--- config.mk ---
export PLATFORM = sky130hd
export DESIGN_NAME = alu_uart_tx_interface
export DESIGN_NICKNAME = d
export VERILOG_FILES = /design/src/rtl/alu_uart_tx_interface.sv
export SDC_FILE = /design/constraint.sdc
export NUM_CORES = 1
export LEC_CHECK = 0
export ABC_CLOCK_PERIOD_IN_PS = 5550
export BUFFER_PORTS_ARGS = -buffer_cell sky130_fd_sc_hd__clkbuf_2
export CORE_MARGIN = 2
export CORE_UTILIZATION = 59
export DETAILED_ROUTE_END_ITERATION = 10
export GPL_TIMING_DRIVEN = 0
export HOLD_SLACK_MARGIN = 0.08
export PLACE_DENSITY_LB_ADDON = 0.25
export SYNTH_ARGS = -nofsm -noshare
export SYNTH_HDL_FRONTEND = slang
export SYNTH_SLANG_ARGS = --single-unit
--- constraint.sdc ---
create_clock -name i_clk -period 5.55 [get_ports i_clk]
set_input_delay 1.11 -clock i_clk [delete_from_list [all_inputs] [get_ports i_clk]]
set_output_delay 1.11 -clock i_clk [all_outputs]
set_load 0.02 [all_outputs]
--- src/rtl/alu_uart_tx_interface.sv ---
// ALU result to UART TX bridge.
// Each ALU result is sent as two UART frames: the result byte, then a status
// byte {zeros, carry, zero}. Results are held in a two-entry buffer: CUR is
// the entry being sent and PEND is the next one. A result arriving while both
// are full is dropped and flagged on the sticky o_overflow output.
//
// Handshake: i_result_valid is a one-cycle strobe qualifying i_result,
// i_carry and i_zero (no backpressure; overflow flags drops). o_tx_start
// requests one frame with o_tx_data for exactly one cycle. The transmitter
// answers with a one-cycle i_tx_done pulse, which is only honoured while
// waiting for that frame. i_tx_busy high holds off the start of a new result.
// o_state exposes the FSM state for debug visibility.
module alu_uart_tx_interface #(
    parameter int NB_DATA = 8
) (
    input  logic               i_clk,
    input  logic               i_reset,
    input  logic [NB_DATA-1:0] i_result,
    input  logic               i_carry,
    input  logic               i_zero,
    input  logic               i_result_valid,
    input  logic               i_tx_busy,
    input  logic               i_tx_done,
    output logic [NB_DATA-1:0] o_tx_data,
    output logic               o_tx_start,
    output logic               o_busy,
    output logic               o_overflow,
    output logic [2:0]         o_state
);

    typedef enum logic [2:0] {
        ST_IDLE      = 3'd0,
        ST_SEND_RES  = 3'd1,
        ST_WAIT_RES  = 3'd2,
        ST_SEND_STAT = 3'd3,
        ST_WAIT_STAT = 3'd4
    } state_t;

    state_t               state_q, state_d;
    logic                 cur_valid_q, cur_valid_d;
    logic [NB_DATA-1:0]   cur_result_q, cur_result_d;
    logic                 cur_carry_q, cur_carry_d;
    logic                 cur_zero_q, cur_zero_d;
    logic                 pend_valid_q, pend_valid_d;
    logic [NB_DATA-1:0]   pend_result_q, pend_result_d;
    logic                 pend_carry_q, pend_carry_d;
    logic                 pend_zero_q, pend_zero_d;
    logic [NB_DATA-1:0]   tx_data_q, tx_data_d;
    logic                 tx_start_q, tx_start_d;
    logic                 busy_q, busy_d;
    logic                 overflow_q, overflow_d;

    logic                 release_cur;
    logic [NB_DATA-1:0]   status_byte;

    // Buffer management: retire CUR after its status frame, then place any new result.
    always_comb begin
        cur_valid_d   = cur_valid_q;
        cur_result_d  = cur_result_q;
        cur_carry_d   = cur_carry_q;
        cur_zero_d    = cur_zero_q;
        pend_valid_d  = pend_valid_q;
        pend_result_d = pend_result_q;
        pend_carry_d  = pend_carry_q;
        pend_zero_d   = pend_zero_q;
        overflow_d    = overflow_q;

        release_cur = (state_q == ST_WAIT_STAT) && i_tx_done;

        if (release_cur) begin
            cur_valid_d  = pend_valid_q;
            cur_result_d = pend_result_q;
            cur_carry_d  = pend_carry_q;
            cur_zero_d   = pend_zero_q;
            pend_valid_d = 1'b0;
        end

        if (i_result_valid) begin
            if (release_cur) begin
                // CUR frees up this edge, so there is always room for the new result.
                if (pend_valid_q) begin
                    pend_valid_d  = 1'b1;
                    pend_result_d = i_result;
                    pend_carry_d  = i_carry;
                    pend_zero_d   = i_zero;
                end else begin
                    cur_valid_d  = 1'b1;
                    cur_result_d = i_result;
                    cur_carry_d  = i_carry;
                    cur_zero_d   = i_zero;
                end
            end else if (!cur_valid_q) begin
                cur_valid_d  = 1'b1;
                cur_result_d = i_result;
                cur_carry_d  = i_carry;
                cur_zero_d   = i_zero;
            end else if (!pend_valid_q) begin
                pend_valid_d  = 1'b1;
                pend_result_d = i_result;
                pend_carry_d  = i_carry;
                pend_zero_d   = i_zero;
            end else begin
                overflow_d = 1'b1;
            end
        end
    end

    // Frame sequencing: result byte, wait for done, status byte, wait for done.
    always_comb begin
        state_d   = state_q;
        tx_data_d = tx_data_q;

        status_byte    = '0;
        status_byte[1] = cur_carry_q;
        status_byte[0] = cur_zero_q;

        case (state_q)
            ST_IDLE: begin
                if (cur_valid_q && !i_tx_busy) begin
                    state_d   = ST_SEND_RES;
                    tx_data_d = cur_result_q;
                end
            end
            ST_SEND_RES:  state_d = ST_WAIT_RES;
            ST_WAIT_RES: begin
                if (i_tx_done) begin
                    state_d   = ST_SEND_STAT;
                    tx_data_d = status_byte;
                end
            end
            ST_SEND_STAT: state_d = ST_WAIT_STAT;
            ST_WAIT_STAT: begin
                if (i_tx_done) begin
                    state_d = ST_IDLE;
                end
            end
            default:      state_d = ST_IDLE;
        endcase

        tx_start_d = (state_d == ST_SEND_RES) || (state_d == ST_SEND_STAT);
        busy_d     = cur_valid_d || (state_d != ST_IDLE);
    end

    // State, buffer and registered outputs; synchronous active-low reset.
    always_ff @(posedge i_clk) begin
        if (!i_reset) begin
            state_q       <= ST_IDLE;
            cur_valid_q   <= 1'b0;
            cur_result_q  <= '0;
            cur_carry_q   <= 1'b0;
            cur_zero_q    <= 1'b0;
            pend_valid_q  <= 1'b0;
            pend_result_q <= '0;
            pend_carry_q  <= 1'b0;
            pend_zero_q   <= 1'b0;
            tx_data_q     <= '0;
            tx_start_q    <= 1'b0;
            busy_q        <= 1'b0;
            overflow_q    <= 1'b0;
        end else begin
            state_q       <= state_d;
            cur_valid_q   <= cur_valid_d;
            cur_result_q  <= cur_result_d;
            cur_carry_q   <= cur_carry_d;
            cur_zero_q    <= cur_zero_d;
            pend_valid_q  <= pend_valid_d;
            pend_result_q <= pend_result_d;
            pend_carry_q  <= pend_carry_d;
            pend_zero_q   <= pend_zero_d;
            tx_data_q     <= tx_data_d;
            tx_start_q    <= tx_start_d;
            busy_q        <= busy_d;
            overflow_q    <= overflow_d;
        end
    end

    assign o_tx_data  = tx_data_q;
    assign o_tx_start = tx_start_q;
    assign o_busy     = busy_q;
    assign o_overflow = overflow_q;
    assign o_state    = state_q;

endmodule

==> results of run 1 <==
==> cells by family (layout without fill, tap and decap cells) <==
family	count (synthesis)	in the layout	synth area share
buffers and inverters	22	58	0.0556
AO/OA/AOI/OAI	22	22	0.105
XOR/XNOR	1	1	0.00493
AND/OR/NAND/NOR	89	89	0.291
adder cells (fa/ha/maj)	1	1	0.00704
flip-flops	36	36	0.406
multiplexers	22	22	0.131
==> flip-flops by register name, summed over array words and instances, names as in the netlist, named ones only <==
name and flops:
cur_result_q 8, o_tx_data 8, pend_result_q 8, o_state 3, cur_carry_q 1, cur_valid_q 1, cur_zero_q 1, o_busy 1
o_overflow 1, o_tx_start 1, pend_carry_q 1, pend_zero_q 1
==> layout by cell type (no fill, tap or decap), drive strengths merged, types with 3 or more instances in the layout <==
| cell | count |
|---|---|
| nor3 | 21 |
| mux2i | 12 |
| nor4 | 10 |
| mux2 | 10 |
| nor3b | 21 |
| nor2b | 3 |
| nand2 | 23 |
| a32o | 6 |
| buf | 7 |
| clkbuf | 46 |
| dfxtp | 36 |
| a211oi | 5 |
| a21oi | 4 |
| nor2 | 4 |
==> area by class of cell <==
class / count / area [um2] / area share
Tap cell: 31 / 38.8 / 0.0191
Timing Repair Buffer: 28 / 140 / 0.0690
Clock buffer: 6 / 41.3 / 0.0203
Sequential cell: 36 / 721 / 0.355
Inverter: 3 / 11.3 / 0.00554
Buffer: 19 / 87.6 / 0.0431
Clock inverter: 2 / 35.0 / 0.0172
Multi-Input combinational cell: 135 / 957 / 0.471
==> metal layers <==
| metal | wire, um | track usage | vias up | share of wire |
|---|---|---|---|---|
| met5 | 0 | 0 | - | 0 |
| met4 | 78 | 0.146 | 0 | 0.019 |
| met3 | 180 | 0.0637 | 9 | 0.045 |
| li1 | - | - | 778 | - |
| met1 | 1820 | 0.318 | 744 | 0.45 |
| met2 | 1970 | 0.438 | 45 | 0.49 |
==> where the power goes <==
| group | switching (mW) | internal (mW) | total (mW) | leakage [nW] |
|---|---|---|---|---|
| clock network | 0.0909 | 0.0944 | 0.185 | 0.0422 |
| registers | 0.00863 | 0.273 | 0.282 | 0.295 |
| logic | 0.0489 | 0.0369 | 0.0859 | 0.469 |
| total | 0.149 | 0.405 | 0.553 | 0.806 |
==> worst paths after layout <==
| kind | end | slack, ns | cells after the start |
|---|---|---|---|
| max | pend_result_q[2] | 2.93 | 8 |
| min | pend_result_q[7] | 0.47 | 2 |
| max reg2reg | pend_result_q[2] | 3.40 | 7 |
| min reg2reg | pend_result_q[7] | 0.47 | 2 |
==> per-stage QoR <==
stage | power [mW] | instance area (um2) | hold WS (ns)
floorplan | 0.347 | 1780 | 0.435
CTS | 0.555 | 2030 | 0.470
detailed placement | 0.373 | 1960 | 0.456
finish | 0.553 | 2030 | 0.470
global placement | 0.368 | 1960 | 0.445
global route | 0.577 | 2030 | 0.497
==> critical path, delay by kind of cell <==
family / cells / cell delay (ns)
AO/OA/AOI/OAI: 1 / 0.13
adder cells (fa/ha/maj): 1 / 0.34
multiplexers: 1 / 0.26
AND/OR/NAND/NOR: 1 / 0.29
buffers and inverters: 4 / 0.74
==> summary.txt, run 1 <==
ROUTING
----------------------------------------------------------------------------------------
Detailed-route via count                                                            1576
Number of vias per cell after detailed routing                                      6.06
Detailed-route wire length                                                       4040 um
Antenna violation net count after detailed routing                                     0
Count of TritonRoute iterations in the first routing pass                              8
DRC viols                                                                              4
Count of routing violations after the opening detailed-route iteration                86
Post-detailed-route wirelength per cell                                          15.5 um

SYNTHESIS
----------------------------------------------------------------------------------------
Most common cell in the synthesized netlist                                 sky130_fd_sc_hd__dfxtp_1
Portion of the post-synthesis area used by sequential elements                     0.406
Net count of the mapped netlist                                                      209
Synthesized area per cell                                                       9.21 um2
Synth cell types                                                                      35
Yosys warning count                                                                    0
Leading cell types by count after synthesis                                 36 x sky130_fd_sc_hd__dfxtp_1, 23 x sky130_fd_sc_hd__nand2_1, 21 x sky130_fd_sc_hd__nor3_1, 21 x sky130_fd_sc_hd__nor3b_1
Most used DFF post-synth                                                    sky130_fd_sc_hd__dfxtp_1
Count of flip-flops with a built-in enable after synthesis                             0
Share of synthesized registers carrying an async set or reset                          0
Leading post-synthesis cells by cell area                                   sky130_fd_sc_hd__dfxtp_1 41%, sky130_fd_sc_hd__nor3b_1 8.9%, sky130_fd_sc_hd__mux2i_1 6.8%
Synth area leader                                                           sky130_fd_sc_hd__dfxtp_1
Post-Synthesis Cell Area                                                        1780 um2
Register bit count reported by yosys                                                  36
Share of the synthesized area in the top cell type                                 0.406
Synthesized instance count                                                           193

FLOORPLANNING
----------------------------------------------------------------------------------------
Overall die area                                                                3470 um2
Total I/O pin count                                                                   29
Die Span Y                                                                       58.9 um
Starting utilization of the core area                                              0.633
Floorplan row count                                                                   19
Standard cell core area                                                         2810 um2
Width of the die                                                                 58.9 um

SETUP PATH
----------------------------------------------------------------------------------------
Critical-path cell list                                                     clkbuf_2 -> and4bb_4 -> inv_1 -> buf_1 -> ha_1 -> o211a_1 -> buf_2 -> mux2i_1
Required time of the worst setup path                                            5.82 ns
Nature of the critical path endpoint                                           flip-flop
Type of the worst setup path                                                primary input to flip-flop
Maximum cell stage delay along the critical path                                 0.34 ns
Worst Setup Start Kind                                                      primary input
Worst-path fanout max                                                                 10
Beginning of the worst register-to-register path                              o_state[2]
Worst Path Arrival                                                               2.89 ns
Source of the critical timing path                                             i_tx_done
Worst path slowest cell                                                     sky130_fd_sc_hd__ha_1

TIMING
----------------------------------------------------------------------------------------
Final max-slew violation count                                                         0
Final period utilization                                                           0.471
Final setup fails                                                                      0
Worst-Margin Slew                                                               0.486 ns
Final setup margin                                                               2.93 ns
Worst max-slew margin expressed relative to the limit                              0.676
Final-layout setup total negative slack                                             0 ns
Maximum achievable frequency                                                     382 MHz
Final Skew                                                                     0.0113 ns
Final critical path time including I/O delays and setup                          2.62 ns
Final Hold Vio Count                                                                   0
Setup repair after global routing missed its margin                                   no

PLACEMENT
----------------------------------------------------------------------------------------
Cell Count Post-Placement                                                            252
Total half-perimeter wirelength after legalization and detailed placement        3000 um
Setup slack at placement                                                         2.58 ns
Global placement routability congestion                                            0.814
Buffers on Ports                                                                      28

POWER AND IR DROP
----------------------------------------------------------------------------------------
Power per unit of standard cell area                                          272 nW/um2
Worst supply voltage drop on vdd                                                  237 uV
Leakage                                                                         0.806 nW

CLOCKING
----------------------------------------------------------------------------------------
Number of clock buffers inserted by TritonCTS                                          5
H-tree depth                                                                           2
Clock latency of the later-clocked register in the worst-skew pair               0.35 ns
Total of cells resized after clock tree synthesis                                      0
Clock Pin Slew Worst Setup and Hold Paths                                        0.11 ns
Clock net sink count                                                                  36
Clock tree from TritonCTS                                                          built
Number of buffers added for setup after CTS                                            0
Clock tree root buffer cell                                                 sky130_fd_sc_hd__clkbuf_4
Hold bufs inserted after CTS                                                           0
Clock Path Buffers                                                                     2

RUN
----------------------------------------------------------------------------------------
Max_cap viols                                                                          0

GLOBAL ROUTE
----------------------------------------------------------------------------------------
Remaining Overflow, GRT                                                                0
Via count of the first global-routing pass                                          1576
Tot GR Track Use                                                                   0.266
Number of antenna violations at the first check in global routing                      0
Maximum number of pins on one net before global-route repair                          12
First-pass GRT wire length                                                       6930 um

FINISH
----------------------------------------------------------------------------------------
Core utilization of the finished layout                                            0.724
# nets final                                                                         244
Syn-to-layout area delta                                                           14.4%
Count of filler cells inserted in the layout                                         217
Number of antenna repair diodes                                                        0
Share of final-layout standard cells stronger than drive strength 1                0.253
Cell Count, Final, Fillers Out                                                       260

STATUS
----------------------------------------------------------------------------------------
Run status                                                                  complete, but fails checks
Failing checks                                                                       DRC

WORST HOLD PATH
----------------------------------------------------------------------------------------
Worst hold-check path type                                                  flip-flop to flip-flop
Hold path startpoint                                                        pend_result_q[7]

No activity file was read; power rests on OpenSTA's default activity.
==> inputs of run 2 (changes only) <==
--- a/config.mk
+++ b/config.mk
@@ -5,10 +5,10 @@
 export SDC_FILE = /design/constraint.sdc
 export NUM_CORES = 1
 export LEC_CHECK = 0
-export ABC_CLOCK_PERIOD_IN_PS = 5550
+export ABC_CLOCK_PERIOD_IN_PS = 2200
 export BUFFER_PORTS_ARGS = -buffer_cell sky130_fd_sc_hd__clkbuf_2
 export CORE_MARGIN = 2
-export CORE_UTILIZATION = 59
+export CORE_UTILIZATION = 50
 export DETAILED_ROUTE_END_ITERATION = 10
 export GPL_TIMING_DRIVEN = 0
 export HOLD_SLACK_MARGIN = 0.08
==> constraint.sdc (replaced) <==
create_clock -name i_clk -period 2.2 [get_ports i_clk]
set_input_delay 0.44 -clock i_clk [delete_from_list [all_inputs] [get_ports i_clk]]
set_output_delay 0.44 -clock i_clk [all_outputs]
set_load 0.02 [all_outputs]
==> run 2 against run 1 <==
Compared with the run above: the flow now finishes without violations; core utilization down 11 points; hold slack worse by 0.14 ns; highest routed layer unchanged; sequential share of layout area is 0.37 points lower; sequential cell count did not move; critical path type is now flip-flop to flip-flop; clock skew shrank 0.0056 ns; critical endpoint unchanged.
==> summary.txt, run 2 (synthesis gave the netlist of run 1 again) <==
STATUS
----------------------------------------------------------------------------------------
Run status                                                                  finished, final reports clean

ROUTING
----------------------------------------------------------------------------------------
Count of routing violations after the opening detailed-route iteration                52   -40%
Count of TritonRoute iterations in the first routing pass                              5   -3
Post-detailed-route wirelength per cell                                          14.6 um   -6.3%
Antenna violation net count after detailed routing                                     0   unchanged
Number of vias per cell after detailed routing                                      5.78   -4.6%
Detailed-route wire length                                                       3990 um   -1.3%
DRC viols                                                                              0   -4
Detailed-route via count                                                            1585   +0.57%

RUN
----------------------------------------------------------------------------------------
Max_cap viols                                                                          0   unchanged

FINISH
----------------------------------------------------------------------------------------
Cell Count, Final, Fillers Out                                                       274   +5.4%
Most frequent standard cell in the layout excluding fill and tap cells      sky130_fd_sc_hd__dfxtp_1
Number of antenna repair diodes                                                        0   unchanged
Share of final-layout standard cells stronger than drive strength 1                0.259   +0.00550
Count of filler cells inserted in the layout                                         339   +56%
Syn-to-layout area delta                                                           15.6%
# nets final                                                                         243   -0.41%
Most used cells in the layout excluding fill and tap cells                  36 x sky130_fd_sc_hd__dfxtp_1, 28 x sky130_fd_sc_hd__clkbuf_2, 23 x sky130_fd_sc_hd__nand2_1, 21 x sky130_fd_sc_hd__nor3_1, 21 x sky130_fd_sc_hd__nor3b_1
Final design instance area without fill                                         2050 um2   +1.0%
Register area                                                                    721 um2   unchanged
Area occupied by multi-input gates                                               957 um2   unchanged

GLOBAL ROUTE
----------------------------------------------------------------------------------------
Remaining Overflow, GRT                                                                0   unchanged
First-pass GRT wire length                                                       7000 um   +1.1%
Maximum number of pins on one net before global-route repair                          13   +1
Tot GR Track Use                                                                   0.222   -0.0442
Via count of the first global-routing pass                                          1470   -6.7%
Number of antenna violations at the first check in global routing                      0   unchanged

CLOCKING
----------------------------------------------------------------------------------------
Clock Path Buffers                                                                     2   unchanged
Clock Pin Slew Worst Setup and Hold Paths                                        0.12 ns   about the same
Clock tree from TritonCTS                                                          built
Clock tree root buffer cell                                                 sky130_fd_sc_hd__clkbuf_4
Clock latency of the later-clocked register in the worst-skew pair               0.36 ns   about the same
Hold bufs inserted after CTS                                                           0   unchanged
H-tree depth                                                                           2   unchanged
Clock net sink count                                                                  36   unchanged
Number of clock buffers inserted by TritonCTS                                          5   unchanged

TIMING
----------------------------------------------------------------------------------------
Final hold slack                                                                0.328 ns   -0.142 ns
Final max-slew violation count                                                         0   unchanged
Maximum achievable frequency                                                     513 MHz
Setup repair after global routing missed its margin                                   no
Final period utilization                                                           0.885
Final setup margin                                                              0.252 ns   -2.68 ns
Final setup fails                                                                      0   unchanged
Final Skew                                                                    0.00567 ns   -0.00560 ns
Final Hold Vio Count                                                                   0   unchanged
Worst max-slew margin expressed relative to the limit                              0.691   +0.0151
Worst-Margin Slew                                                               0.464 ns   -0.0226 ns
Final critical path time including I/O delays and setup                          1.95 ns

SETUP PATH
----------------------------------------------------------------------------------------
Beginning of the worst register-to-register path                              o_state[0]
Critical R2R Capture                                                        pend_result_q[2]
Worst Setup Start Kind                                                         flip-flop
Nature of the critical path endpoint                                           flip-flop
Type of the worst setup path                                                flip-flop to flip-flop
Path depth of the worst reg2reg path                                                   6   -1
Required time of the worst setup path                                            2.49 ns   -3.33 ns
Worst reg2reg setup slack                                                        0.25 ns   -3.15 ns
Worst-path fanout max                                                                 14   +4
Worst Path Arrival                                                               2.24 ns   -0.65 ns

WORST HOLD PATH
----------------------------------------------------------------------------------------
Hold path startpoint                                                         i_result[0]
Worst hold-check path type                                                  primary input to flip-flop
Cells on Worst Hold Path                                                               3   +1
Worst Hold Path EP                                                          pend_result_q[0]

POWER AND IR DROP
----------------------------------------------------------------------------------------
Power per unit of standard cell area                                          685 nW/um2   +150%
Leakage                                                                         0.804 nW   -0.32%
Final total power                                                                1.41 mW   +150%
Worst supply voltage drop on vdd                                                  458 uV   +93%

PLACEMENT
----------------------------------------------------------------------------------------
Total half-perimeter wirelength after legalization and detailed placement        2880 um   -4.1%
Global placement routability congestion                                            0.798   -2.0%
Standard cell area after detailed placement                                     1970 um2   +0.96%
Cell Count Post-Placement                                                            267   +6.0%
Setup slack at placement                                                      -0.0722 ns   -2.65 ns
Buffers on Ports                                                                      28   unchanged

FLOORPLANNING
----------------------------------------------------------------------------------------
Die Span Y                                                                       63.6 um   +8.0%
Floorplan row count                                                                   21   +2
Overall die area                                                                4050 um2   +17%
Standard cell core area                                                         3360 um2   +20%
Total I/O pin count                                                                   29   unchanged
Width of the die                                                                 63.6 um   +8.0%
Starting utilization of the core area                                              0.528   -0.105

==> run 2: changes by cell type in the layout (fill, tap and decap cells not counted), sizes merged <==
cell      before  now
clkinvlp       0    1
buf            7    5
==> run 2: layer usage <==
layer	part of all wire	up-vias	track usage
li1	-	775	-
met1	0.45	754	0.277
met2	0.48	45	0.354
met3	0.051	11	0.0625
met4	0.025	0	0.101
met5	0	-	0
==> run 2: stage by stage <==
step | util | TNS [ns]
final | 0.610 | 0
after global routing | 0.610 | 0
after CTS | 0.611 | 0
after detailed placement | 0.587 | -0.367
after global placement | 0.587 | -0.346
after floorplan | - | 0
==> run 2: final cells by class <==
class,instances,area share
plain buffers,18,0.0420
clock buffers,5,0.0183
clock inverters,3,0.0207
inverters,3,0.00548
multi-input cells,135,0.466
flip-flops and latches,36,0.351
well taps,46,0.0280
repair buffers,28,0.0683
==> run 2: worst max-delay path by stage <==
stage | startpoint | endpoint | slack (ns) | cells after the start
3_5_place_dp | i_tx_done | pend_result_q[2] | -0.07 | 8
4_1_cts | o_state[0] | pend_result_q[2] | 0.05 | 7
5_1_grt | o_state[0] | pend_result_q[7] | 0.13 | 6
2_1_floorplan | o_state[0] | pend_carry_q | 0.26 | 7
6_report | o_state[0] | pend_result_q[2] | 0.25 | 6
3_3_place_gp | i_tx_done | pend_result_q[7] | -0.06 | 8
==> run 2: critical path, cell delays in order (launching register included) <==
cell	delay (ns)
sky130_fd_sc_hd__dfxtp_1	0.34
sky130_fd_sc_hd__and4bb_4	0.38
sky130_fd_sc_hd__inv_1	0.21
sky130_fd_sc_hd__ha_1	0.34
sky130_fd_sc_hd__o211a_1	0.14
sky130_fd_sc_hd__clkbuf_4	0.24
sky130_fd_sc_hd__mux2i_1	0.22
==> run 2: what timing repair did <==
item	4_1_cts	5_1_grt
setup buffers	0	0
endpoints found under the setup margin	0	10
gates resized for setup	0	1
==> run 2: report_power, final <==
part | leakage [nW] | internal, mW | total, mW | switching [mW]
clock | 0.0412 | 0.237 | 0.481 | 0.244
sequential | 0.295 | 0.690 | 0.711 | 0.0211
combinational | 0.468 | 0.0935 | 0.215 | 0.122
==> inputs of run 3 (changes only) <==
--- a/config.mk
+++ b/config.mk
@@ -12,7 +12,9 @@
 export DETAILED_ROUTE_END_ITERATION = 10
 export GPL_TIMING_DRIVEN = 0
 export HOLD_SLACK_MARGIN = 0.08
+export MAX_ROUTING_LAYER = met4
 export PLACE_DENSITY_LB_ADDON = 0.25
+export RECOVER_POWER = 50
 export SYNTH_ARGS = -nofsm -noshare
 export SYNTH_HDL_FRONTEND = slang
 export SYNTH_SLANG_ARGS = --single-unit
==> run 3 against run 2 <==
Compared with the run above: die area stayed put; combinational power barely moved; clock skew decreased by 0.0013 ns; sequential share of layout area rose by 0.35 points; core utilization decreased by 0.60 points; register-to-register slack about the same; fmax about the same; sequential power is essentially flat.
==> summary.txt, run 3 (synthesis gave the netlist of run 1 again) <==
STATUS
----------------------------------------------------------------------------------------
Run status                                                                  finished, final reports clean

FINISH
----------------------------------------------------------------------------------------
Count of filler cells inserted in the layout                                         341   +0.59%
Most frequent standard cell in the layout excluding fill and tap cells      sky130_fd_sc_hd__dfxtp_1
Share of final-layout standard cells stronger than drive strength 1                0.189   -0.0702
Syn-to-layout area delta                                                           14.4%
Most used cells in the layout excluding fill and tap cells                  36 x sky130_fd_sc_hd__dfxtp_1, 28 x sky130_fd_sc_hd__clkbuf_1, 23 x sky130_fd_sc_hd__nand2_1, 21 x sky130_fd_sc_hd__nor3_1, 21 x sky130_fd_sc_hd__nor3b_1
Final design instance area without fill                                         2030 um2   -0.98%
Number of antenna repair diodes                                                        0   unchanged
Cell Count, Final, Fillers Out                                                       274   unchanged
# nets final                                                                         243   unchanged

GLOBAL ROUTE
----------------------------------------------------------------------------------------
Via count of the first global-routing pass                                          1471   +0.068%
Number of antenna violations at the first check in global routing                      0   unchanged
Maximum number of pins on one net before global-route repair                          13   unchanged
First-pass GRT wire length                                                       7010 um   about the same
Remaining Overflow, GRT                                                                0   unchanged
Tot GR Track Use                                                                   0.228   +0.00657

FLOORPLANNING
----------------------------------------------------------------------------------------
Width of the die                                                                 63.6 um   unchanged
Die Span Y                                                                       63.6 um   unchanged
Standard cell core area                                                         3360 um2   unchanged
Overall die area                                                                4050 um2   unchanged
Starting utilization of the core area                                              0.528   unchanged
Total I/O pin count                                                                   29   unchanged
Floorplan row count                                                                   21   unchanged

CLOCKING
----------------------------------------------------------------------------------------
Clock tree from TritonCTS                                                          built
Clock Path Buffers                                                                     2   unchanged
Clock net sink count                                                                  36   unchanged
Number of clock buffers inserted by TritonCTS                                          5   unchanged
Clock Pin Slew Worst Setup and Hold Paths                                        0.12 ns   about the same
Clock tree root buffer cell                                                 sky130_fd_sc_hd__clkbuf_4
H-tree depth                                                                           2   unchanged
Clock latency of the later-clocked register in the worst-skew pair               0.36 ns   about the same

ROUTING
----------------------------------------------------------------------------------------
Number of vias per cell after detailed routing                                      5.83   +0.76%
Detailed-route via count                                                            1597   +0.76%
Count of routing violations after the opening detailed-route iteration                46   -12%
Post-detailed-route wirelength per cell                                          14.7 um   +0.73%
Detailed-route wire length                                                       4020 um   +0.73%
Count of TritonRoute iterations in the first routing pass                              4   -1
Antenna violation net count after detailed routing                                     0   unchanged
DRC viols                                                                              0   unchanged

SETUP PATH
----------------------------------------------------------------------------------------
Worst-path fanout max                                                                 14   unchanged
Critical path depth                                                                    6   unchanged
Nature of the critical path endpoint                                           flip-flop
Required time of the worst setup path                                            2.49 ns   about the same
Maximum cell stage delay along the critical path                                 0.38 ns   about the same
Type of the worst setup path                                                flip-flop to flip-flop
Kind of cell adding the most delay to the critical path                     buffers and inverters
Worst path slowest cell                                                     sky130_fd_sc_hd__and4bb_4
Critical-path cell list                                                     and4bb_4 -> inv_1 -> ha_1 -> o211a_1 -> clkbuf_4 -> mux2i_1
Worst Path Arrival                                                               2.24 ns   about the same
Critical path buffer and inverter count                                                2   unchanged
Worst Setup Start Kind                                                         flip-flop
Worst reg2reg setup slack                                                        0.25 ns   about the same
Path depth of the worst reg2reg path                                                   6   unchanged

TIMING
----------------------------------------------------------------------------------------
Final-layout setup total negative slack                                             0 ns   unchanged
Worst-Margin Slew                                                               0.468 ns   +0.00411 ns
Final Hold Vio Count                                                                   0   unchanged
Final Skew                                                                    0.00442 ns   -0.00126 ns
Setup repair after global routing missed its margin                                   no
Final period utilization                                                           0.885   about the same
Final max-slew violation count                                                         0   unchanged
Final setup fails                                                                      0   unchanged
Final critical path time including I/O delays and setup                          1.95 ns   -0.00104 ns
Worst max-slew margin expressed relative to the limit                              0.688   -0.00274
Maximum achievable frequency                                                     514 MHz   about the same

POWER AND IR DROP
----------------------------------------------------------------------------------------
Worst supply voltage drop on vdd                                                  460 uV   +0.46%
Clock power frac                                                                   0.344   +0.002
Switching portion of total power                                                   0.278   +0.00256
Combinational group share of total power                                           0.151   -0.002
Sequential share of power                                                          0.505   about the same
Pint                                                                             1.02 mW   -0.32%
Leakage                                                                         0.749 nW   -6.8%
Psw                                                                             0.391 mW   +0.97%
Power per unit of standard cell area                                          692 nW/um2   +1.0%

PLACEMENT
----------------------------------------------------------------------------------------
Total half-perimeter wirelength after legalization and detailed placement        2880 um   unchanged
Buffers on Ports                                                                      28   unchanged
Global placement routability congestion                                            0.809   +1.4%
Cell Count Post-Placement                                                            267   unchanged
Standard cell area after detailed placement                                     1970 um2   unchanged

WORST HOLD PATH
----------------------------------------------------------------------------------------
Worst hold-check path type                                                  primary input to flip-flop
Cells on Worst Hold Path                                                               3   unchanged

RUN
----------------------------------------------------------------------------------------
Max_cap viols                                                                          0   unchanged

[run 3: worst paths after layout]
check,end,start
worst min-delay path,pend_result_q[0],i_result[0]
worst max-delay path,pend_result_q[2],o_state[0]
worst min register to register,pend_result_q[5],pend_result_q[5]
worst max register to register,pend_result_q[2],o_state[0]
[run 3: repair_timing]
item / CTS / global route
endpoints found under the setup margin: 0 / 10
setup buffers: 0 / 0
resized for setup: 0 / 1
hold buffers: 0 / 0
[run 3: metal layers]
layer	track usage	vias up	routed length (um)	part of all wire
met5	-	-	0	0
met4	0.101	0	111	0.028
met3	0.0589	13	207	0.052
met2	0.354	56	1860	0.46
met1	0.280	751	1840	0.46
li1	-	777	-	-
[run 3: tightest hold or removal path: stages]
cell and delay [ns]:
sky130_fd_sc_hd__clkbuf_2 0.10, sky130_fd_sc_hd__nand2_1 0.05, sky130_fd_sc_hd__mux2i_1 0.06
[run 3: layout make-up]
type | count | area, um2 | area share
multi-input cells | 135 | 957 | 0.471
flip-flops and latches | 36 | 721 | 0.354
repair buffers | 28 | 123 | 0.0603
plain buffers | 18 | 83.8 | 0.0412
well taps | 46 | 57.6 | 0.0283
clock inverters | 3 | 42.5 | 0.0209
clock buffers | 5 | 37.5 | 0.0185
inverters | 3 | 11.3 | 0.00554
[run 3: per-stage QoR]
stage          utilization  power [mW]  worst slack [ns]  hold WS, ns
6_report             0.605        1.41             0.253        0.325
5_1_grt              0.605        1.48             0.120        0.324
4_1_cts              0.611        1.42            0.0548        0.322
3_5_place_dp         0.587       0.939           -0.0722        0.453
3_3_place_gp         0.587       0.935           -0.0615        0.447
2_1_floorplan            -       0.874             0.259        0.435
[run 3: power by group through the flow]
stage               Clock [mW]  Combinational [mW]  Sequential (mW)
global route             0.524               0.237            0.715
detailed placement           0               0.213            0.726
CTS                      0.490               0.215            0.711
finish                   0.484               0.213            0.711
floorplan                    0               0.139            0.735
global placement             0               0.210            0.725
